File: src/rtl/msi_irq_ctrl_pkg.sv
// Shared types and helpers for the MSI interrupt controller: FSM state encoding and
// the host-granted vector folding function.
package msi_irq_pkg;

   typedef enum logic [1:0] {
      ST_IDLE    = 2'd0,
      ST_REQ     = 2'd1,
      ST_HOLDOFF = 2'd2
   } msi_state_e;

   localparam int MSI_MAX_LOG2 = 5;

   // Sources beyond the host-granted vector count all share the last granted vector.
   function automatic logic [4:0] msi_vec_map(input logic [4:0] idx,
                                              input logic [2:0] width,
                                              input logic       multi);
      logic [2:0] w;
      logic [5:0] span;
      w    = (width > 3'(MSI_MAX_LOG2)) ? 3'(MSI_MAX_LOG2) : width;
      span = 6'd1 << w;
      if (!multi)
         return 5'd0;
      if ({1'b0, idx} < span)
         return idx;
      return 5'(span - 6'd1);
   endfunction

endpackage

File: src/rtl/msi_irq_ctrl_if.sv
// Endpoint interrupt handshake towards the PCIe core cfg_interrupt port.
interface msi_irq_ctrl_if;
   logic       intx_msi_request;
   logic       intx_msi_grant;
   logic [4:0] msi_vector_num;

   modport master (output intx_msi_request, output msi_vector_num, input intx_msi_grant);
   modport slave  (input intx_msi_request, input msi_vector_num, output intx_msi_grant);
endinterface

File: src/rtl/msi_rr_arb.sv
// Combinational round-robin pick: first set request at or above ptr, wrapping.
module msi_rr_arb #(
   parameter int N_SRC = 8,
   parameter int IDX_W = 3
) (
   input  logic [N_SRC-1:0] req,
   input  logic [IDX_W-1:0] ptr,
   output logic             valid,
   output logic [IDX_W-1:0] idx
);
   localparam logic [IDX_W:0] N_L = (IDX_W + 1)'(N_SRC);

   logic [N_SRC-1:0] rot;
   logic [IDX_W:0]   sum;

   // NOTE: every combinational output gets a default first so no latch is inferred.
   always_comb begin
      rot   = N_SRC'({req, req} >> ptr);
      valid = 1'b0;
      sum   = '0;
      for (int k = N_SRC - 1; k >= 0; k--) begin
         if (rot[k]) begin
            valid = 1'b1;
            sum   = {1'b0, ptr} + (IDX_W + 1)'(k);
         end
      end
      idx = (sum >= N_L) ? IDX_W'(sum - N_L) : IDX_W'(sum);
   end
endmodule

File: src/rtl/msi_irq_ctrl.sv
// MSI interrupt controller: edge capture, masking, round-robin arbitration and vector folding.
// Optional MSI_HOLDOFF_EN adds a post-grant idle window of HOLDOFF_CYCLES.
module msi_irq_ctrl
   import msi_irq_pkg::*;
#(
   parameter int N_SRC            = 8,
   parameter bit MULTI_VECTOR_MSI = 1'b0,
   parameter int CNT_WIDTH        = 16
`ifdef MSI_HOLDOFF_EN
   ,
   parameter int HOLDOFF_CYCLES   = 64
`endif
) (
   input  logic                 clk,
   input  logic                 rst_n,
   input  logic [N_SRC-1:0]     irq_src,
   input  logic [N_SRC-1:0]     irq_mask,
   input  logic                 msi_enable,
   input  logic [2:0]           msi_vector_width,
   msi_irq_ctrl_if.master       msi_if,
   output logic [N_SRC-1:0]     irq_pending,
   output logic [CNT_WIDTH-1:0] msi_sent_cnt
);
   localparam int IDX_W = (N_SRC > 1) ? $clog2(N_SRC) : 1;

   msi_state_e       state_q, state_d;
   logic [N_SRC-1:0] src_q, mask_q, src_rise, eligible, grant_clr;
   logic [IDX_W-1:0] rr_ptr_q, rr_ptr_nxt, win_idx_q, arb_idx;
   logic [4:0]       vec_q;
   logic             arb_valid, grant_fire, load_req;

   assign src_rise   = irq_src & ~src_q;
   assign eligible   = irq_pending & ~mask_q;
   assign grant_fire = (state_q == ST_REQ) && msi_if.intx_msi_grant;
   assign grant_clr  = grant_fire ? (N_SRC'(1) << win_idx_q) : '0;
   assign rr_ptr_nxt = (win_idx_q == IDX_W'(N_SRC - 1)) ? '0 : win_idx_q + IDX_W'(1);

   assign msi_if.intx_msi_request = (state_q == ST_REQ);
   assign msi_if.msi_vector_num   = vec_q;

   msi_rr_arb #(.N_SRC(N_SRC), .IDX_W(IDX_W)) u_arb (
      .req   (eligible),
      .ptr   (rr_ptr_q),
      .valid (arb_valid),
      .idx   (arb_idx)
   );

`ifdef MSI_HOLDOFF_EN
   localparam int HO_W = $clog2(HOLDOFF_CYCLES + 1);
   logic [HO_W-1:0] holdoff_q;

   // Loaded with HOLDOFF_CYCLES-1 so the FSM spends exactly HOLDOFF_CYCLES cycles in HOLDOFF.
   always_ff @(posedge clk) begin
      if (!rst_n)
         holdoff_q <= '0;
      else if (grant_fire)
         holdoff_q <= HO_W'(HOLDOFF_CYCLES - 1);
      else if (state_q == ST_HOLDOFF && holdoff_q != '0)
         holdoff_q <= holdoff_q - HO_W'(1);
   end
`endif

   always_comb begin
      state_d  = state_q;
      load_req = 1'b0;
      case (state_q)
         ST_IDLE: begin
            if (msi_enable && arb_valid) begin
               state_d  = ST_REQ;
               load_req = 1'b1;
            end
         end
         ST_REQ: begin
            if (msi_if.intx_msi_grant) begin
`ifdef MSI_HOLDOFF_EN
               state_d = ST_HOLDOFF;
`else
               state_d = ST_IDLE;
`endif
            end
         end
`ifdef MSI_HOLDOFF_EN
         ST_HOLDOFF: begin
            if (holdoff_q == '0)
               state_d = ST_IDLE;
         end
`endif
         default: state_d = ST_IDLE;
      endcase
   end

   // NOTE: all state uses non-blocking assignments so every register samples pre-edge values.
   always_ff @(posedge clk) begin
      if (!rst_n) begin
         state_q      <= ST_IDLE;
         src_q        <= '0;
         mask_q       <= '0;
         irq_pending  <= '0;
         rr_ptr_q     <= '0;
         win_idx_q    <= '0;
         vec_q        <= '0;
         msi_sent_cnt <= '0;
      end else begin
         state_q <= state_d;
         src_q   <= irq_src;
         mask_q  <= irq_mask;
         // A fresh edge on the granted source overrides its clear.
         irq_pending <= (irq_pending & ~grant_clr) | src_rise;
         if (load_req) begin
            win_idx_q <= arb_idx;
            vec_q     <= msi_vec_map(5'(arb_idx), msi_vector_width, MULTI_VECTOR_MSI);
         end
         if (grant_fire) begin
            msi_sent_cnt <= msi_sent_cnt + CNT_WIDTH'(1);
            rr_ptr_q     <= rr_ptr_nxt;
         end
      end
   end
endmodule
File: src/flat_wrapper.sv
// flat-port wrapper written by rule: the top's interface ports become plain ports
module msi_irq_ctrl_flat import msi_irq_pkg::*;
#(
   parameter int N_SRC            = 8,
   parameter bit MULTI_VECTOR_MSI = 1'b0,
   parameter int CNT_WIDTH        = 16

)
  (clk, rst_n, irq_src, irq_mask, msi_enable, msi_vector_width, irq_pending, msi_sent_cnt, msi_if_intx_msi_request, msi_if_msi_vector_num, msi_if_intx_msi_grant);
  msi_irq_ctrl_if msi_if_i ();
  input  logic clk;
  input  logic rst_n;
  input  logic [N_SRC-1:0] irq_src;
  input  logic [N_SRC-1:0] irq_mask;
  input  logic msi_enable;
  input  logic [2:0] msi_vector_width;
  output logic [N_SRC-1:0] irq_pending;
  output logic [CNT_WIDTH-1:0] msi_sent_cnt;
  output wire logic [$bits(msi_if_i.intx_msi_request)-1:0] msi_if_intx_msi_request;
  output wire logic [$bits(msi_if_i.msi_vector_num)-1:0] msi_if_msi_vector_num;
  input wire logic [$bits(msi_if_i.intx_msi_grant)-1:0] msi_if_intx_msi_grant;
  assign msi_if_intx_msi_request = msi_if_i.intx_msi_request;
  assign msi_if_msi_vector_num = msi_if_i.msi_vector_num;
  assign msi_if_i.intx_msi_grant = msi_if_intx_msi_grant;
  msi_irq_ctrl #(.N_SRC(N_SRC), .MULTI_VECTOR_MSI(MULTI_VECTOR_MSI), .CNT_WIDTH(CNT_WIDTH)) u_core (.clk(clk), .rst_n(rst_n), .irq_src(irq_src), .irq_mask(irq_mask), .msi_enable(msi_enable), .msi_vector_width(msi_vector_width), .msi_if(msi_if_i), .irq_pending(irq_pending), .msi_sent_cnt(msi_sent_cnt));
endmodule
File: config.mk
export PLATFORM = sky130hd
export DESIGN_NAME = msi_irq_ctrl_flat
export DESIGN_NICKNAME = d
export VERILOG_FILES = /design/src/rtl/msi_irq_ctrl_pkg.sv /design/src/rtl/msi_irq_ctrl_if.sv /design/src/rtl/msi_rr_arb.sv /design/src/rtl/msi_irq_ctrl.sv /design/src/flat_wrapper.sv
export SDC_FILE = /design/constraint.sdc
export NUM_CORES = 1
export LEC_CHECK = 0
export CORE_AREA = 5 5 92 94
export DETAILED_ROUTE_END_ITERATION = 8
export DIE_AREA = 0 0 97 99
export GPL_TIMING_DRIVEN = 0
export SLEW_MARGIN = 5
export SYNTH_ARGS = -nofsm -noshare
export SYNTH_HDL_FRONTEND = slang
export SYNTH_SLANG_ARGS = --single-unit
File: constraint.sdc
create_clock -name clk -period 6.05 [get_ports clk]
set_input_delay 0.605 -clock clk [delete_from_list [all_inputs] [get_ports clk]]
set_output_delay 0.605 -clock clk [all_outputs]
set_load 0.005 [all_outputs]
==> results of run 1 <==
[metal layers]
layer | global-route usage, % | wire [um] | part of all wire [%]
met5 | 0 | 0 | 0
met3 | 2.902 | 318 | 4.2
met2 | 27.87 | 3646 | 48
met4 | 3.564 | 67 | 0.89
met1 | 20.65 | 3522 | 47
[final cells by class]
| cell class | count | area [um^2] |
|---|---|---|
| clock inverter | 1 | 5.005 |
| clock buffer | 6 | 82.58 |
| inverter | 7 | 26.28 |
| tap | 102 | 127.6 |
| sequential | 47 | 940.9 |
| multi-input combinational | 265 | 1847 |
| buffer | 19 | 97.59 |
| timing repair buffer | 43 | 430.4 |
| fill | 742 | 4010 |
[sequential cells by signal (all words and copies together), names as in the netlist]
name	count
u_core.win_idx_q	3
u_core.msi_sent_cnt	16
u_core.state_q	1
u_core.irq_pending	8
u_core.mask_q	8
u_core.rr_ptr_q	3
u_core.src_q	8
[Yosys cell counts, types with 3 or more instances]
| cell | count |
|---|---|
| dfxtp_1 | 47 |
| and2_1 | 29 |
| nor2b_1 | 28 |
| nand2_1 | 27 |
| a21oi_1 | 16 |
| nor2_1 | 15 |
| nand2b_1 | 14 |
| mux2i_1 | 12 |
| o21ai_0 | 11 |
| xnor2_1 | 11 |
| clkbuf_1 | 9 |
| ha_1 | 9 |
| a21boi_0 | 8 |
| buf_4 | 6 |
| inv_1 | 6 |
| nand3_1 | 6 |
| mux4_2 | 5 |
| nand4_1 | 5 |
| nor3_1 | 5 |
| or3_1 | 5 |
| o2bb2ai_1 | 4 |
| buf_2 | 3 |
| nor4_1 | 3 |
| nor4bb_1 | 3 |
| o211a_1 | 3 |
[power by group]
part           leakage (nW)  switching (mW)  total [mW]  internal [mW]
combinational         0.910          0.0889       0.173         0.0845
clock                0.0470          0.0995       0.189         0.0898
sequential            0.386          0.0181       0.343          0.325
total                  1.34           0.207       0.705          0.499
[kinds of logic (layout without fill, tap and decap cells)]
| kind of cell | count (synthesis) | after routing |
|---|---|---|
| xor+xnor | 12 | 12 |
| flops | 47 | 47 |
| compound gates | 64 | 64 |
| other cells | 1 | 5 |
| simple gates | 156 | 156 |
| fa+ha+maj | 9 | 9 |
| mux | 19 | 19 |
| buf+inv | 26 | 76 |
[metrics by stage]
stage          instance area (um^2)  utilization, %  total power, mW  setup slack, ns
6_report                       3557           47.01           0.7055            3.151
5_1_grt                        3557           47.01           0.7458            2.984
4_1_cts                        3557           47.01           0.7120            3.240
3_5_place_dp                   3470           45.85           0.5208            3.294
3_3_place_gp                   3470           45.85           0.5216            3.251
2_1_floorplan                  2912               -           0.4615            3.888
[critical path, stage by stage (launching register included)]
cell	delay, ns
dfxtp_1	0.44
buf_2	0.28
and4bb_1	0.22
nor4_2	0.75
mux2i_1	0.38
o41ai_1	0.58
o2bb2ai_1	0.17
[how the worst min path moves through the flow]
stage | start | to | slack [ns] | depth (start not counted)
detailed placement | u_core.win_idx_q[1] | u_core.win_idx_q[1] | 0.51 | 2
floorplan | u_core.win_idx_q[1] | u_core.win_idx_q[1] | 0.46 | 2
global route | u_core.msi_sent_cnt[1] | u_core.msi_sent_cnt[1] | 0.53 | 2
global placement | u_core.win_idx_q[1] | u_core.win_idx_q[1] | 0.50 | 2
CTS | u_core.msi_sent_cnt[9] | u_core.msi_sent_cnt[9] | 0.52 | 2
finish | u_core.msi_sent_cnt[1] | u_core.msi_sent_cnt[1] | 0.52 | 2
==> implementation parameters, run 1 <==
Parameter                              Value

Final layout
  Leading cell types in the layout, fill and taps excluded    47 x dfxtp_1, 43 x clkdlybuf4s50_1, 29 x and2_1
  Diode insertion count for antenna repair    0
  Synthesis-to-layout area growth    22.81%
  Layout cell share with drive strength beyond 1    7.216%
  Leading cell type in the layout, fill and taps excluded    dfxtp_1
  Final cell count without fillers    490
  Final net count    420

Setup path
  R2r startpoint    u_core.rr_ptr_q[0]
  Reg-to-reg critical path endpoint    u_core.win_idx_q[1]
  Endpoint kind of the worst setup timing path    flop
  CP Capture Point    u_core.win_idx_q[1]
  Flop2flop setup slack    3.15 ns
  First element of the critical path    u_core.rr_ptr_q[0]
  Req. time, crit path    6.27 ns
  Kind of critical path    flop to flop
  Largest driver fanout on the critical path    10
  Critical path arrival    3.12 ns
  Number of cells on the worst reg-to-reg path    6
  Startpoint Class    flop

Place
  Global placer's final weighted congestion    0.9442
  Number of cells in the design after placement    483
  Port bufs    43
  DPL Wire Length    5861 um

Timing
  Maximum clock skew at final layout    0.003154 ns
  Fin Setup TNS    0 ns
  Final Critical Period    2.899 ns
  Slew at the pin closest to its max-slew limit    0.8595 ns
  Unrepaired setup endpoints after global routing    no
  Upper clock frequency limit    345.0 MHz
  Count of endpoints failing setup in the final report    0
  Total count of hold-check failures in the final report    0
  WHS    0.5166 ns
  Period Utilization, post-route    47.92%
  Pins over their slew limit    0
  Worst relative slew slack    42.22%

Power
  Cell Pwr Density    198.3 nW/um^2
  Peak VDD IR    130.4 uV
  Leakage power figure    1.343 nW

Clocking
  Clock sink count    47
  Clock network latency to the later pin of the worst-skew pair    0.29 ns
  Clock-pin slew on the worst setup and hold paths    0.08 ns
  H-Tree Depth    2
  Inserted Clock Buffers    5
  TritonCTS clock tree    yes
  Post-CTS Setup Bufs    0
  Maximum clock insertion buffer count    2
  Resize count post-CTS    0
  Hold buffer count at cts    0
  Root buffer cell    clkbuf_8

Yosys
  Post-Synthesis Cells    334
  Fraction of the mapped netlist area in simple logic gates    31.45%
  Mapped Area    2897 um^2
  Number of synthesis warnings    0
  Most common flop cell mapped by yosys    dfxtp_1
  Post-synthesis share of cell area spent on xor and xnor gates    3.629%
  Mean post-synth cell area    8.672 um^2
  Post-synthesis sequential area ratio    32.48%
  Main area contributors after synthesis    dfxtp_1 32%, and2_1 6.3%, nor2b_1 6.0%
  Combinational family with the most area after synthesis    simple AND/OR/NAND/NOR gates
  Multiplexer share of the synthesized area    8.812%
  Leading area contributor after synthesis    dfxtp_1
  Count of flip-flops with a built-in enable after synthesis    0
  Post-synthesis cell type count    57
  Flop and latch count out of synthesis    47
  Share of Yosys cell area claimed by the top area cell type    32.48%
  Arithmetic-cell share of the synthesized area counting full adders, half adders and majority gates    3.888%
  Share of the synthesized area in compound gates (AO/OA/AOI/OAI)    15.33%
  Async S/R FF share, synth    0%

Routing
  Detailed Route Iter0 Violations    109
  Remaining DRCs    0
  WL/cell    15.41 um
  Total iterations of the first detailed-routing run    4
  DR vias    2555
  Via-per-instance ratio    5.214
  Wire length after detailed routing    7553 um
  Number of nets with antenna violations after routing    0

GRT
  Total gr overflow    0
  Global-route total usage across every layer    16.00%
  First-pass GRT wire length    12700 um
  Number of antenna violations at the first check in global routing    0
  Via count of the first global-routing pass    2513
  Pin count of the biggest net entering global routing    14

Floorplanning
  Die area    9603 um^2
  Starting density of the core    38.28%
  Width of the die    97 um
  Site row count    32
  Core region area    7567 um^2
  Vertical die dimension    99 um
  Number of I/O pins    53

Hold path
  Worst hold path type    flop to flop

Run
  Max capacitance violation total    0

Outcome
  Outcome    finished, final reports clean
(Power assumes the default switching activity.)
==> run 2: changes to the inputs <==
==> constraint.sdc (replaced) <==
create_clock -name clk -period 2.81 [get_ports clk]
set_input_delay 0.281 -clock clk [delete_from_list [all_inputs] [get_ports clk]]
set_output_delay 0.281 -clock clk [all_outputs]
set_load 0.005 [all_outputs]
==> run 2 against run 1 <==
Sequential share of layout area fell by 0.14 points. Clock power rose by 110%. Fmax grew 9.7%. Via count down 0.51%. Critical endpoint unchanged. Worst setup slack worse by 3.0 ns. Critical path type unchanged. Utilization grew 0.25 points.
==> implementation parameters, run 2 (synthesis results as in run 1) <==
Parameter                              Value

Outcome
  Outcome    finished, final reports clean (unchanged)

Final layout
  Post-route core utilization    47.26% (was 47.01%)
  Max reg flops    16 (unchanged)
  Final net count    420 (unchanged)
  Area of the multi-input gates    1864 um^2 (was 1847 um^2)
  Fillers    739 (was 742)
  Final instance area    3576 um^2 (was 3557 um^2)
  Synthesis-to-layout area growth    23.46% (was 22.81%)
  Most flop-heavy register    u_core.msi_sent_cnt (unchanged)
  Layout cell share with drive strength beyond 1    7.474% (was 7.216%)
  Leading cell type in the layout, fill and taps excluded    dfxtp_1 (unchanged)
  Leading cell types in the layout, fill and taps excluded    47 x dfxtp_1, 43 x clkdlybuf4s50_1, 29 x and2_1 (unchanged)
  Combined flip-flop and latch cell area    940.9 um^2 (unchanged)
  Diode insertion count for antenna repair    0 (unchanged)

Hold path
  Cell depth of the worst hold path    2 (unchanged)
  Worst hold path type    input port to flop (was flop to flop)

Timing
  Final critical-path setup slack    0.1679 ns (was 3.151 ns)
  Maximum clock skew at final layout    0.003594 ns (was 0.003154 ns)
  Pins over their slew limit    0 (unchanged)
  Upper clock frequency limit    378.5 MHz (was 345.0 MHz)
  Worst relative slew slack    53.76% (was 42.22%)
  Total count of hold-check failures in the final report    0 (unchanged)
  Unrepaired setup endpoints after global routing    no (unchanged)
  Period Utilization, post-route    94.02% (was 47.92%)
  Slew at the pin closest to its max-slew limit    0.6935 ns (was 0.8595 ns)
  Count of endpoints failing setup in the final report    0 (unchanged)
  Fin Setup TNS    0 ns (unchanged)
  Final Critical Period    2.642 ns (was 2.899 ns)

Place
  Setup slack after placement    0.05393 ns (was 3.294 ns)
  Port bufs    43 (unchanged)
  DPL Wire Length    5861 um (unchanged)
  Total placed instance area    3470 um^2 (unchanged)
  Global placer's final weighted congestion    0.9442 (unchanged)

GRT
  First-pass GRT wire length    12690 um (was 12700 um)
  Global route hottest layer    met2 (unchanged)
  Pin count of the biggest net entering global routing    14 (unchanged)
  Number of antenna violations at the first check in global routing    0 (unchanged)
  Global-route total usage across every layer    15.99% (was 16.00%)
  Met3 GRT Util    2.972% (was 2.902%)
  Met2 routing resource usage after global routing    27.71% (was 27.87%)
  Via count of the first global-routing pass    2518 (was 2513)
  Total gr overflow    0 (unchanged)
  Met1 track demand over resource    20.56% (was 20.65%)

Clocking
  Clock sink count    47 (unchanged)
  Inserted Clock Buffers    5 (unchanged)
  Maximum clock insertion buffer count    2 (unchanged)
  Hold buffer count at cts    0 (unchanged)
  Root buffer cell    clkbuf_8 (unchanged)
  Clock-pin slew on the worst setup and hold paths    0.08 ns (about the same)
  H-Tree Depth    2 (unchanged)
  Clock network latency to the later pin of the worst-skew pair    0.29 ns (about the same)
  TritonCTS clock tree    yes (unchanged)

Routing
  Detailed Route Iter0 Violations    132 (was 109)
  Total iterations of the first detailed-routing run    6 (was 4)
  Number of nets with antenna violations after routing    0 (unchanged)
  Via-per-instance ratio    5.188 (was 5.214)
  Remaining DRCs    0 (unchanged)
  DR vias    2542 (was 2555)
  WL/cell    15.44 um (was 15.41 um)
  Wire length after detailed routing    7568 um (was 7553 um)

Floorplanning
  Number of I/O pins    53 (unchanged)
  Vertical die dimension    99 um (unchanged)
  Die area    9603 um^2 (unchanged)
  Core region area    7567 um^2 (unchanged)
  Site row count    32 (unchanged)
  Starting density of the core    38.28% (unchanged)
  Width of the die    97 um (unchanged)

Setup path
  Flop2flop setup slack    0.17 ns (was 3.15 ns)
  Startpoint Class    flop (unchanged)
  Number of cells on the worst reg-to-reg path    6 (unchanged)
  Endpoint kind of the worst setup timing path    flop (unchanged)
  Largest driver fanout on the critical path    10 (unchanged)
  Req. time, crit path    3.03 ns (was 6.27 ns)
  Kind of critical path    flop to flop (unchanged)
  Critical path arrival    2.86 ns (was 3.12 ns)

Power
  Peak VDD IR    280.7 uV (was 130.4 uV)
  Cell Pwr Density    425.4 nW/um^2 (was 198.3 nW/um^2)
  Final Total Pwr    1.521 mW (was 705.5 uW)
  Leakage power figure    1.355 nW (was 1.343 nW)

Run
  Max capacitance violation total    0 (unchanged)
run 2: timing repair:
action	in CTS	in global routing
gates cloned	0	0
setup endpoints to repair	1	2
setup buffers	0	0
gates resized for setup	1	3
run 2: final cells by class:
type,instances,share of cell area (%)
plain buffers,19,2.764
clock buffers,6,2.309
clock inverters,1,0.1400
inverters,7,0.7348
multi-input cells,265,52.13
flip-flops and latches,47,26.31
well taps,102,3.569
repair buffers,43,12.04
run 2: worst paths after layout:
path | end | start
worst max-delay path | u_core.win_idx_q[1] | u_core.rr_ptr_q[0]
worst min-delay path | u_core.msi_sent_cnt[14] | rst_n
worst max register to register | u_core.win_idx_q[1] | u_core.rr_ptr_q[0]
worst min register to register | u_core.msi_sent_cnt[1] | u_core.msi_sent_cnt[1]
run 2: report_power, final:
part           switching, mW  total [mW]  leakage [nW]  internal [mW]
Sequential            0.0392       0.738         0.386          0.699
Combinational          0.193       0.377         0.922          0.184
Clock                  0.213       0.406        0.0470          0.193
run 2: metal layers:
layer	vias up	wire, um
met5	-	0
met3	6	378
met1	1191	3433
met4	0	67
li1	1276	-
met2	69	3688
run 2: stage by stage:
stage               std cells  hold WS [ns]
floorplan                 338        0.4027
global route              490        0.4091
global placement          483        0.4985
CTS                       490        0.3718
detailed placement        483        0.5064
finish                    490        0.3787
run 2: critical path: stages (launching register included):
cell       delay (ns)
dfxtp_1          0.44
buf_2            0.28
and4bb_1         0.24
nor4_4           0.54
mux2i_1          0.33
o41ai_1          0.57
o2bb2ai_1        0.17
==> run 3: changes to the inputs <==
--- a/config.mk
+++ b/config.mk
@@ -6,6 +6,7 @@
 export NUM_CORES = 1
 export LEC_CHECK = 0
 export CORE_AREA = 5 5 92 94
+export CTS_BUF_LIST = sky130_fd_sc_hd__clkbuf_8
 export DETAILED_ROUTE_END_ITERATION = 8
 export DIE_AREA = 0 0 97 99
 export GPL_TIMING_DRIVEN = 0
==> results of run 3 <==
Same layout as run 2: the final DEF is identical, and so are final timing and power.
